## config.mk

```make
export PLATFORM = sky130hd
export DESIGN_NAME = id_ex_stage_flat
export DESIGN_NICKNAME = d
export VERILOG_FILES = /design/src/rtl/id_ex_stage_if.sv /design/src/rtl/id_ex_stage.sv /design/src/flat_wrapper.sv
export SDC_FILE = /design/constraint.sdc
export NUM_CORES = 1
export LEC_CHECK = 0
export BUFFER_PORTS_ARGS = -buffer_cell sky130_fd_sc_hd__buf_2
export CAP_MARGIN = 30
export CORE_MARGIN = 2
export CORE_UTILIZATION = 35
export DETAILED_ROUTE_END_ITERATION = 12
export GPL_ROUTABILITY_DRIVEN = 1
export MAX_ROUTING_LAYER = met4
export PLACE_DENSITY = 0.77
export SYNTH_ARGS = -nofsm -noshare
export SYNTH_HDL_FRONTEND = slang
export SYNTH_SLANG_ARGS = --single-unit
```

## constraint.sdc

```tcl
create_clock -name clk -period 1.5 [get_ports clk]
set_clock_uncertainty 0.05 [all_clocks]
set_input_delay 0 -clock clk [delete_from_list [all_inputs] [get_ports clk]]
set_output_delay 0 -clock clk [all_outputs]
set_load 0.02 [all_outputs]
```

## src/rtl/id_ex_stage_if.sv

```systemverilog
// rtl/id_ex_stage_if.sv - decode-to-execute bundle (forwarding sources under ID_EX_FORWARD_EN)
interface id_ex_stage_if #(parameter int XLEN = 32);
  logic            id_valid;
  logic [6:0]      id_opcode;
  logic [2:0]      id_funct3;
  logic            id_funct7_5;
  logic [4:0]      id_rs1_addr;
  logic [4:0]      id_rs2_addr;
  logic [XLEN-1:0] id_rs1_data;
  logic [XLEN-1:0] id_rs2_data;
  logic [XLEN-1:0] id_imm;
  logic [4:0]      id_rd;
  logic            stall;
  logic            flush;
  logic            ex_valid;
  logic [XLEN-1:0] ex_rs1;
  logic [XLEN-1:0] ex_rs2;
  logic [3:0]      ex_alu_ctrl;
  logic [4:0]      ex_rd;
  logic            ex_reg_write;
`ifdef ID_EX_FORWARD_EN
  logic [4:0]      mem_rd;
  logic            mem_reg_write;
  logic [XLEN-1:0] mem_result;
  logic [4:0]      wb_rd;
  logic            wb_reg_write;
  logic [XLEN-1:0] wb_result;
`endif

  modport master (
`ifdef ID_EX_FORWARD_EN
    output mem_rd, mem_reg_write, mem_result, wb_rd, wb_reg_write, wb_result,
`endif
    output id_valid, id_opcode, id_funct3, id_funct7_5, id_rs1_addr, id_rs2_addr,
    output id_rs1_data, id_rs2_data, id_imm, id_rd, stall, flush,
    input  ex_valid, ex_rs1, ex_rs2, ex_alu_ctrl, ex_rd, ex_reg_write
  );

  modport slave (
`ifdef ID_EX_FORWARD_EN
    input  mem_rd, mem_reg_write, mem_result, wb_rd, wb_reg_write, wb_result,
`endif
    input  id_valid, id_opcode, id_funct3, id_funct7_5, id_rs1_addr, id_rs2_addr,
    input  id_rs1_data, id_rs2_data, id_imm, id_rd, stall, flush,
    output ex_valid, ex_rs1, ex_rs2, ex_alu_ctrl, ex_rd, ex_reg_write
  );
endinterface

```

## src/rtl/id_ex_stage.sv

```systemverilog
// rtl/id_ex_stage.sv - ID/EX pipeline register with ALU decode; ID_EX_FORWARD_EN adds MEM/WB operand forwarding
module id_ex_stage #(
  parameter int XLEN = 32
) (
  input logic         clk,
  input logic         rst,
  id_ex_stage_if.slave bus
);

  localparam logic [3:0] ALU_ADD  = 4'b0000;
  localparam logic [3:0] ALU_SUB  = 4'b0001;
  localparam logic [3:0] ALU_AND  = 4'b0010;
  localparam logic [3:0] ALU_OR   = 4'b0011;
  localparam logic [3:0] ALU_XOR  = 4'b0100;
  localparam logic [3:0] ALU_SLL  = 4'b0101;
  localparam logic [3:0] ALU_SRL  = 4'b0110;
  localparam logic [3:0] ALU_SRA  = 4'b0111;
  localparam logic [3:0] ALU_SLT  = 4'b1000;
  localparam logic [3:0] ALU_SLTU = 4'b1001;
  localparam logic [3:0] ALU_NONE = 4'b1111;

  localparam logic [6:0] OP_R     = 7'b0110011;
  localparam logic [6:0] OP_I     = 7'b0010011;
  localparam logic [6:0] OP_LOAD  = 7'b0000011;
  localparam logic [6:0] OP_STORE = 7'b0100011;

  logic            valid_q, valid_d;
  logic [XLEN-1:0] rs1_q, rs1_d;
  logic [XLEN-1:0] rs2_q, rs2_d;
  logic [3:0]      alu_ctrl_q, alu_ctrl_d;
  logic [4:0]      rd_q, rd_d;
  logic            reg_write_q, reg_write_d;

  logic [3:0]      dec_alu;
  logic            dec_use_imm;
  logic            dec_reg_write;
  logic [XLEN-1:0] op_a;
  logic [XLEN-1:0] op_b_reg;

  // alt selects SUB/SRA; the I-type caller only passes it through for shifts
  function automatic logic [3:0] alu_map(input logic [2:0] f3, input logic alt);
    case (f3)
      3'b000:  alu_map = alt ? ALU_SUB : ALU_ADD;
      3'b001:  alu_map = ALU_SLL;
      3'b010:  alu_map = ALU_SLT;
      3'b011:  alu_map = ALU_SLTU;
      3'b100:  alu_map = ALU_XOR;
      3'b101:  alu_map = alt ? ALU_SRA : ALU_SRL;
      3'b110:  alu_map = ALU_OR;
      default: alu_map = ALU_AND;
    endcase
  endfunction

  always_comb begin
    dec_alu       = ALU_NONE;
    dec_use_imm   = 1'b0;
    dec_reg_write = 1'b0;
    case (bus.id_opcode)
      OP_R: begin
        dec_alu       = alu_map(bus.id_funct3, bus.id_funct7_5);
        dec_reg_write = (bus.id_rd != 5'd0);
      end
      OP_I: begin
        dec_alu       = alu_map(bus.id_funct3, bus.id_funct7_5 && (bus.id_funct3 == 3'b101));
        dec_use_imm   = 1'b1;
        dec_reg_write = (bus.id_rd != 5'd0);
      end
      OP_LOAD: begin
        dec_alu       = ALU_ADD;
        dec_use_imm   = 1'b1;
        dec_reg_write = (bus.id_rd != 5'd0);
      end
      OP_STORE: begin
        dec_alu       = ALU_ADD;
        dec_use_imm   = 1'b1;
      end
      default: ;
    endcase
  end

`ifdef ID_EX_FORWARD_EN
  // MEM is younger than WB, so it wins when both target the same register
  function automatic logic [XLEN-1:0] fwd(
    input logic [4:0]      src,
    input logic [XLEN-1:0] rf_data,
    input logic            m_we,
    input logic [4:0]      m_rd,
    input logic [XLEN-1:0] m_res,
    input logic            w_we,
    input logic [4:0]      w_rd,
    input logic [XLEN-1:0] w_res
  );
    if (m_we && (m_rd != 5'd0) && (m_rd == src))      fwd = m_res;
    else if (w_we && (w_rd != 5'd0) && (w_rd == src)) fwd = w_res;
    else                                              fwd = rf_data;
  endfunction

  always_comb begin
    op_a     = fwd(bus.id_rs1_addr, bus.id_rs1_data, bus.mem_reg_write, bus.mem_rd,
                   bus.mem_result, bus.wb_reg_write, bus.wb_rd, bus.wb_result);
    op_b_reg = fwd(bus.id_rs2_addr, bus.id_rs2_data, bus.mem_reg_write, bus.mem_rd,
                   bus.mem_result, bus.wb_reg_write, bus.wb_rd, bus.wb_result);
  end
`else
  logic unused_src_addr;
  assign unused_src_addr = ^{bus.id_rs1_addr, bus.id_rs2_addr};

  always_comb begin
    op_a     = bus.id_rs1_data;
    op_b_reg = bus.id_rs2_data;
  end
`endif

  always_comb begin
    valid_d     = valid_q;
    rs1_d       = rs1_q;
    rs2_d       = rs2_q;
    alu_ctrl_d  = alu_ctrl_q;
    rd_d        = rd_q;
    reg_write_d = reg_write_q;
    if (bus.flush || (!bus.stall && !bus.id_valid)) begin
      valid_d     = 1'b0;
      rs1_d       = '0;
      rs2_d       = '0;
      alu_ctrl_d  = ALU_NONE;
      rd_d        = 5'd0;
      reg_write_d = 1'b0;
    end else if (!bus.stall) begin
      valid_d     = 1'b1;
      rs1_d       = op_a;
      rs2_d       = dec_use_imm ? bus.id_imm : op_b_reg;
      alu_ctrl_d  = dec_alu;
      rd_d        = bus.id_rd;
      reg_write_d = dec_reg_write;
    end
  end

  always_ff @(posedge clk) begin
    if (rst) begin
      valid_q     <= 1'b0;
      rs1_q       <= '0;
      rs2_q       <= '0;
      alu_ctrl_q  <= ALU_NONE;
      rd_q        <= 5'd0;
      reg_write_q <= 1'b0;
    end else begin
      valid_q     <= valid_d;
      rs1_q       <= rs1_d;
      rs2_q       <= rs2_d;
      alu_ctrl_q  <= alu_ctrl_d;
      rd_q        <= rd_d;
      reg_write_q <= reg_write_d;
    end
  end

  assign bus.ex_valid     = valid_q;
  assign bus.ex_rs1       = rs1_q;
  assign bus.ex_rs2       = rs2_q;
  assign bus.ex_alu_ctrl  = alu_ctrl_q;
  assign bus.ex_rd        = rd_q;
  assign bus.ex_reg_write = reg_write_q;

endmodule

```

## src/flat_wrapper.sv

```systemverilog
// flat-port wrapper written by rule: the top's interface ports become plain ports
module id_ex_stage_flat 
#(
  parameter int XLEN = 32
)
  (clk, rst, bus_id_valid, bus_id_opcode, bus_id_funct3, bus_id_funct7_5, bus_id_rs1_addr, bus_id_rs2_addr, bus_id_rs1_data, bus_id_rs2_data, bus_id_imm, bus_id_rd, bus_stall, bus_flush, bus_ex_valid, bus_ex_rs1, bus_ex_rs2, bus_ex_alu_ctrl, bus_ex_rd, bus_ex_reg_write);
  id_ex_stage_if #(.XLEN(XLEN)) bus_i ();
  input logic clk;
  input logic rst;
  input wire logic [$bits(bus_i.id_valid)-1:0] bus_id_valid;
  input wire logic [$bits(bus_i.id_opcode)-1:0] bus_id_opcode;
  input wire logic [$bits(bus_i.id_funct3)-1:0] bus_id_funct3;
  input wire logic [$bits(bus_i.id_funct7_5)-1:0] bus_id_funct7_5;
  input wire logic [$bits(bus_i.id_rs1_addr)-1:0] bus_id_rs1_addr;
  input wire logic [$bits(bus_i.id_rs2_addr)-1:0] bus_id_rs2_addr;
  input wire logic [$bits(bus_i.id_rs1_data)-1:0] bus_id_rs1_data;
  input wire logic [$bits(bus_i.id_rs2_data)-1:0] bus_id_rs2_data;
  input wire logic [$bits(bus_i.id_imm)-1:0] bus_id_imm;
  input wire logic [$bits(bus_i.id_rd)-1:0] bus_id_rd;
  input wire logic [$bits(bus_i.stall)-1:0] bus_stall;
  input wire logic [$bits(bus_i.flush)-1:0] bus_flush;
  output wire logic [$bits(bus_i.ex_valid)-1:0] bus_ex_valid;
  output wire logic [$bits(bus_i.ex_rs1)-1:0] bus_ex_rs1;
  output wire logic [$bits(bus_i.ex_rs2)-1:0] bus_ex_rs2;
  output wire logic [$bits(bus_i.ex_alu_ctrl)-1:0] bus_ex_alu_ctrl;
  output wire logic [$bits(bus_i.ex_rd)-1:0] bus_ex_rd;
  output wire logic [$bits(bus_i.ex_reg_write)-1:0] bus_ex_reg_write;
  assign bus_i.id_valid = bus_id_valid;
  assign bus_i.id_opcode = bus_id_opcode;
  assign bus_i.id_funct3 = bus_id_funct3;
  assign bus_i.id_funct7_5 = bus_id_funct7_5;
  assign bus_i.id_rs1_addr = bus_id_rs1_addr;
  assign bus_i.id_rs2_addr = bus_id_rs2_addr;
  assign bus_i.id_rs1_data = bus_id_rs1_data;
  assign bus_i.id_rs2_data = bus_id_rs2_data;
  assign bus_i.id_imm = bus_id_imm;
  assign bus_i.id_rd = bus_id_rd;
  assign bus_i.stall = bus_stall;
  assign bus_i.flush = bus_flush;
  assign bus_ex_valid = bus_i.ex_valid;
  assign bus_ex_rs1 = bus_i.ex_rs1;
  assign bus_ex_rs2 = bus_i.ex_rs2;
  assign bus_ex_alu_ctrl = bus_i.ex_alu_ctrl;
  assign bus_ex_rd = bus_i.ex_rd;
  assign bus_ex_reg_write = bus_i.ex_reg_write;
  id_ex_stage #(.XLEN(XLEN)) u_core (.clk(clk), .rst(rst), .bus(bus_i));
endmodule
```

* Word level (Yosys, flattened, before mapping) *
Cells that the tools add are included.
W data, S select, Z words.

storage, ports and cells
  flip-flop bits (word level) = 75
  input bits = 127
  output and inout port bits = 75

cells by class
  equality and inequality tests = 10
  muxes and demuxes = 10
  reduce and logical (&&, ||, !) cells = 11

operators with widths
  operator              number
  $pmux W4 S7           2
  $mux W32              1
  $eq A7 B6 Y1 const B  2
  $pmux W4 S3           1
  $eq A3 B3 Y1 const B  3
  $eq A7 B2 Y1 const B  1
  $eq A7 B5 Y1 const B  1
  $eq A3 B2 Y1 const B  2
  $mux W1               6
  $reduce_or A3 Y1      2
  $reduce_bool A5 Y1    1
  $reduce_or A2 Y1      2
  $eq A3 B1 Y1 const B  1
  $logic_not A3 Y1      1
  $logic_and A1 B1 Y1   2
  $logic_not A1 Y1      2
  $logic_or A1 B1 Y1    1

* Depth between registers and ports, before layout *
Gate-level depths: netlist of the first run.

  depth after elaboration = 5
  depth in mapped cells = 6
  gate-level depth less buffers = 4

* Worst setup path before layout of the first run *
Ideal clock, no wire load.

  path type = in2reg
  start point = input bus_id_opcode[3]
  end point = register u_core.rs2_q[1] (netlist: u_core.bus.ex_rs2[1])
  library setup time = 0.095 ns
  arrival = 1.166 ns
  required time = 1.355 ns
  setup slack = 0.189 ns
  stages = 6
  buffers on the path = 2
  cell sequence = or2_1 -> a2111o_1 -> buf_6 -> buf_12 -> mux2i_1 -> a221oi_1

on the way
  longest elaborated chain between the ends = 4
  elaborated cells on any way between the ends = 6

RTL lines
  item                                  line                text
  start, declared                       flat_wrapper.sv:11  input wire logic [$bits(bus_i.id_opcode)-1:0] bus_id_opcode;
  $eq A7 B6 Y1 (tied with other cells)  id_ex_stage.sv:58   case (bus.id_opcode)
  $reduce_or A3 Y1 (no source line) *   --
  $mux W1 *                             id_ex_stage.sv:58
  $mux W32 *                            id_ex_stage.sv:131  rs2_d = dec_use_imm ? bus.id_imm : op_b_reg;
  end signal, assigned                  id_ex_stage.sv:149  rs2_q <= rs2_d;
  end, declared                         id_ex_stage.sv:29   logic [XLEN-1:0] rs2_q, rs2_d;

Mark *: on every way between the ends. The rest lies on a longest branch, timed or not.
A chain may end at the register's enable or synchronous reset.

* Worst setup path after layout of the first run *
  start point = input bus_id_opcode[3]
  end point = register u_core.rs2_q[24] (netlist: u_core.bus.ex_rs2[24])

The elaborated chain is that of the path after synthesis.

==> flow_metrics.tcl, run 1 <==
set metrics [dict create \
    cts.repair.resized 0 \
    setup_tns_ns 0 \
    layout.nets 727 \
    clk_path_buf_depth 2 \
    mostFrequentLayoutCells "buf_2, dlygate4sd3_1, dfxtp_1" \
    grt_pass1_vias 3873 \
    yosysWarnings 0 \
    numCtsBuffers 9 \
    die_area_sq_mm 0.00967 \
    grt_pass1_wl_um 18000 \
    num_rows 34 \
    io_buffers 191 \
    power.leakage_nw 2.73 \
    crit_arrival_ns 1.45 \
    dp_hpwl_um 6450 \
    wl_um 11100 \
    root_buffer "clkbuf_8" \
    initial_core_util_pct 35.9 \
    worstMarginPinSlew_ns 0.323 \
    cts_setup_buffers 0 \
    netlist_instances 314 \
    cp.required_ns 1.68 \
    total_power_mw 4.29 \
    max_cap_violations 0 \
    synthToLayoutAreaGrowth_pct 71.8 \
    vias_per_cell 5.01 \
    crit_start "bus_id_opcode[3]" \
    nFillCells 670 \
    grtUsageTotal_pct 23.8 \
    ios 202 \
    final_common_cell "buf_2" \
    drcViolationCount 0 \
    finalMaxSlewViolations 0 \
    cp-start-kind "input port" \
    reg2reg_from "u_core.bus.ex_rs2[21]$_SDFFE_PP0N_" \
    synthDistinctLibCells 26 \
    finalCritPeriodShare_pct 84.3 \
    ys_seq_area_share_pct 48.2 \
    synthesis.nets 441 \
    slew_headroom_pct 78.5 \
    status "finished, final reports clean" \
    final-setup-viol-count 0 \
    syn_area_sq_mm 0.00311 \
    setup_slack_ns 0.235 \
    max-vdd-ir-drop_mv 0.637 \
    fp.dieW_um 98.3 \
    ant_nets 0 \
    cts_tree "built" \
    die_h_um 98.3 \
    ys_ff_latch 75 \
    seq_area_sq_mm 0.00150 \
    core-area_sq_mm 0.00868 \
    wl_per_cell_um 15.6 \
    via_count 3575 \
    worstSetupEndpointType "flop" \
    rsz0062_at_grt "no" \
    multi_input_area_sq_mm 0.00145 \
    p_per_area_mw_per_mm2 802 \
    dp_slack_ns -0.0870 \
    drtIter0Drc 68 \
    min-delay-path-class "in2reg" \
    antenna_found_initial 0 \
    firstDrtPassIters 4 \
    hold_start "bus_id_rs2_data[1]" \
    crit_type "in2reg" \
    grt_overflow 0 \
    fmax_mhz 791 \
    hold_buffers 100 \
    gp_congestion 0.791 \
    grt_max_degree 33 \
    clk_pin_slew_worst_paths_ns 0.07 \
    reg2reg_to "u_core.bus.ex_rs2[21]$_SDFFE_PP0N_" \
    crit_fanout 32 \
    cts-htree-levels 3 \
    num_antenna_cells 0 \
    crit_path_end "u_core.bus.ex_rs2[24]$_SDFFE_PP0N_" \
    hold_viol_final 0 \
    min_period_ns 1.26 \
    reg2reg_depth 2 \
    synth.avg_cell_area_sq_um 9.92 \
    clk_latency_ns 0.33 \
    layout-drive-gt1-share_pct 36.4 \
    rrSetupSlack_ns 0.63 \
    cts.sinks 75 \
]
## cell families after synthesis
| kind of cell | count (synthesis) | share of synthesized area [%] |
|---|---|---|
| compound gates | 45 | 11.6 |
| simple gates | 96 | 12.5 |
| flops | 75 | 48.2 |
| buf+inv | 29 | 5.50 |
| mux | 69 | 22.2 |
## synth_stat cells, drive strengths merged
library cell	number	area share, %
a21oi	3	0.48
a2111o	1	0.36
clkbuf	16	1.9
nor2b	1	0.20
a221oi	32	9.0
nor3	5	0.80
dfxtp	75	48
nand3b	1	0.24
o21ai	6	0.96
nor3b	1	0.24
o211ai	1	0.24
nand2b	2	0.40
or2	2	0.40
a32o	1	0.32
inv	2	0.24
o21a	1	0.24
nor2	47	5.7
buf	11	3.3
mux2i	69	22
nand2	36	4.3
or3	1	0.20
## worst max-delay path, cell delays in order
cell and delay [ns]:
buf_2 0.10, or2_1 0.24, a2111o_2 0.44, buf_12 0.19
mux2i_1 0.17, a221oi_1 0.27
## power by group
group          switching [mW]  internal, mW
combinational           0.363         0.437
sequential             0.0265          2.04
clock                   0.734         0.687
## layer usage
metal  wire length [um]  share of wire [%]  global-route usage (%)  vias up
li1                   -                  -                       -     1689
met1               4220                 38                    23.5     1631
met5                  0                  0                       -        -
met2               5580                 50                    42.3      200
met4                627                5.6                    13.3        0
met3                722                6.5                    5.94       55
## stage by stage
| step | util (%) | hold WS [ns] | cells | instance area (sq um) |
|---|---|---|---|---|
| final | 61.6 | 0.00930 | 713 | 5350 |
| after global routing | 61.6 | 0.0367 | 713 | 5350 |
| after CTS | 61.6 | 0.00429 | 713 | 5350 |
| after detailed placement | 48.0 | 0.188 | 597 | 4170 |
| after global placement | 48.0 | 0.178 | 597 | 4170 |
| after floorplan | - | 0.0939 | 314 | 3110 |
## layout make-up
class / instances / area share, %
flip-flops and latches: 75 / 28.1
repair buffers: 302 / 38.9
well taps: 108 / 2.53
multi-input cells: 210 / 27.0
clock inverters: 4 / 0.468
inverters: 2 / 0.140
clock buffers: 12 / 2.90
## how the worst min path moves through the flow
stage | end | depth (start not counted)
2_1_floorplan | u_core.bus.ex_rd[0]$_SDFFE_PP0N_ | 2
3_3_place_gp | u_core.bus.ex_rs1[17]$_SDFFE_PP0N_ | 3
3_5_place_dp | u_core.bus.ex_rs1[12]$_SDFFE_PP0N_ | 3
4_1_cts | u_core.bus.ex_rs2[1]$_SDFFE_PP0N_ | 3
5_1_grt | u_core.bus.ex_rs2[10]$_SDFFE_PP0N_ | 3
6_report | u_core.bus.ex_rs2[1]$_SDFFE_PP0N_ | 3
## registers in the layout (all words and copies together) (netlist names)
name / cells
u_core.bus.ex_reg_write: 1
u_core.bus.ex_alu_ctrl: 4
u_core.bus.ex_valid: 1
u_core.bus.ex_rs1: 32
u_core.bus.ex_rs2: 32
u_core.bus.ex_rd: 5
(Power assumes the default switching activity.)
==> run 2, diff against run 1 <==
--- a/config.mk
+++ b/config.mk
@@ -12,7 +12,7 @@
 export DETAILED_ROUTE_END_ITERATION = 12
 export GPL_ROUTABILITY_DRIVEN = 1
 export MAX_ROUTING_LAYER = met4
-export PLACE_DENSITY = 0.77
+export PLACE_DENSITY = 0.8
 export SYNTH_ARGS = -nofsm -noshare
 export SYNTH_HDL_FRONTEND = slang
 export SYNTH_SLANG_ARGS = --single-unit
==> constraint.sdc (replaced) <==
create_clock -name clk -period 1.1 [get_ports clk]
set_clock_uncertainty 0.05 [all_clocks]
set_input_delay 0 -clock clk [delete_from_list [all_inputs] [get_ports clk]]
set_output_delay 0 -clock clk [all_outputs]
set_load 0.02 [all_outputs]
==> flow_metrics.tcl, run 2 (synthesis gave the netlist of run 1 again) <==
set metrics [dict create \
    status "finished with violations" \
    violations "negative setup slack" \
    worstSetupEndpointType "flop" \
    cts_tree "built" \
    fp.dieW_um 98.3 \
    crit_fanout 32 \
    placedCellCount 597 \
    numCtsBuffers 9 \
    cp.buffers_inverters 2 \
    grt_overflow 0 \
    placed_area_sq_mm 0.00419 \
    setup_tns_ns -2.61 \
    min_period_ns 1.23 \
    io_buffers 191 \
    firstDrtPassIters 4 \
    grt_max_degree 38 \
    mostFrequentLayoutCells "buf_2, dlygate4sd3_1, dfxtp_1" \
    drcViolationCount 0 \
    clk_latency_ns 0.33 \
    final_common_cell "buf_2" \
    hold_viol_final 0 \
    hold_depth 4 \
    reg2reg_from "u_core.bus.ex_rs2[5]$_SDFFE_PP0N_" \
    root_buffer "clkbuf_8" \
    reg2reg_to "u_core.bus.ex_rs2[5]$_SDFFE_PP0N_" \
    via_count 3565 \
    crit_arrival_ns 1.42 \
    max-vdd-ir-drop_mv 0.795 \
    finalInstanceArea_sq_mm 0.00548 \
    rsz0062_at_grt "yes" \
    cpMaxStageDelayCell "a2111o_2" \
    crit_chain "buf_6 -> or2_4 -> a2111o_2 -> buf_12 -> mux2i_1 -> a221oi_1" \
    crit_type "in2reg" \
    ant_nets 0 \
    wl_um 11200 \
    gp_congestion 0.813 \
    cp-start-kind "input port" \
    grtUsageTotal_pct 23.4 \
    finalMaxSlewViolations 0 \
    finalCritPeriodShare_pct 112 \
    hold_start "bus_id_valid" \
    num_rows 34 \
    grt_pass1_wl_um 17900 \
    layout-drive-gt1-share_pct 37.5 \
    setup_slack_ns -0.130 \
    p_per_area_mw_per_mm2 1140 \
    crit_path_max_incr_delay_ns 0.44 \
    die_h_um 98.3 \
    cp.required_ns 1.29 \
    die_area_sq_mm 0.00967 \
    reg2reg_depth 2 \
    layout.nets 729 \
    slew_headroom_pct 77.1 \
    vias_per_cell 4.99 \
    seq_area_sq_mm 0.00150 \
    min-delay-path-class "in2reg" \
    multi_input_area_sq_mm 0.00149 \
    dp_hpwl_um 6350 \
    clk_path_buf_depth 2 \
    synthToLayoutAreaGrowth_pct 76.0 \
    max_cap_violations 0 \
    initial_core_util_pct 35.9 \
    clk_pin_slew_worst_paths_ns 0.08 \
    drtIter0Drc 118 \
    wl_per_cell_um 15.7 \
    dp_slack_ns -0.473 \
    cp_top_family "compound AO/OA/AOI/OAI gates" \
    cts-htree-levels 3 \
    cts.sinks 75 \
    ios 202 \
    holdPathEnd "u_core.bus.ex_alu_ctrl[1]$_SDFFE_PP1N_" \
    rrSetupSlack_ns 0.24 \
    worstMarginPinSlew_ns 0.343 \
    antenna_found_initial 0 \
    grt_pass1_vias 3764 \
    num_antenna_cells 0 \
    final-setup-viol-count 32 \
    fmax_mhz 813 \
    instances_no_fill 714 \
    power.leakage_nw 2.78 \
    core-area_sq_mm 0.00868 \
    nFillCells 663 \
]
## run 2: changes by cell type in the layout (fill, tap and decap cells not counted), moves of 2 or more
cell           change
clkbuf_8           -2
buf_12             +2
a221oi_2           +6
buf_6              +2
dlygate4sd3_1      +2
bufinv_16          +2
a221oi_1           -6
buf_4              -2
buf_2              -2
## run 2: worst max-delay path by stage
stage | cells after the start | to | startpoint | slack (ns)
2_1_floorplan | 6 | u_core.bus.ex_rs2[1]$_SDFFE_PP0N_ | bus_id_opcode[3] | -0.21
3_3_place_gp | 6 | u_core.bus.ex_rs2[17]$_SDFFE_PP0N_ | bus_id_opcode[3] | -0.38
3_5_place_dp | 6 | u_core.bus.ex_rs2[5]$_SDFFE_PP0N_ | bus_id_opcode[3] | -0.47
4_1_cts | 6 | u_core.bus.ex_rs2[5]$_SDFFE_PP0N_ | bus_id_opcode[3] | -0.09
5_1_grt | 6 | u_core.bus.ex_rs2[10]$_SDFFE_PP0N_ | bus_id_opcode[3] | -0.14
6_report | 6 | u_core.bus.ex_rs2[5]$_SDFFE_PP0N_ | bus_id_opcode[3] | -0.13
## run 2: what timing repair did
action / 4_1_cts / 5_1_grt
endpoints found under the setup margin: 32 / 32
gates resized for setup: 1 / 8
buffers inserted: 0 / 0
pin swaps: 0 / 0
endpoints found under the hold margin: 69 / 1
hold buffers: 100 / 2
## run 2: layout make-up
type | instances | area share (%)
inverters | 2 | 0.137
flip-flops and latches | 75 | 27.4
multi-input cells | 210 | 27.1
clock buffers | 9 | 2.26
repair buffers | 304 | 39.0
well taps | 108 | 2.47
clock inverters | 6 | 1.64
## run 2: worst reg2reg max path, cell delays in order, from the launching register on
cell	delay, ns
dfxtp_1	0.35
nand2_1	0.06
a221oi_1	0.31
## run 2: layer usage
layer,share of wire [%],track usage [%]
met3,6.2,5.15
met5,0,-
met4,4.0,10.4
met2,50,40.7
met1,40,25.7
## run 2: per-stage QoR
stage	utilization (%)	hold WS [ns]	power, mW
floorplan	-	0.0939	3.29
finish	63.2	0.0195	6.25
global placement	48.3	0.179	3.65
detailed placement	48.3	0.186	3.68
global route	63.2	0.0291	6.55
CTS	62.4	0.00185	6.28
## run 2: where the power goes
| group | switching, mW | internal [mW] |
|---|---|---|
| Sequential | 0.0368 | 2.78 |
| Clock | 1.03 | 1.27 |
| Combinational | 0.507 | 0.619 |
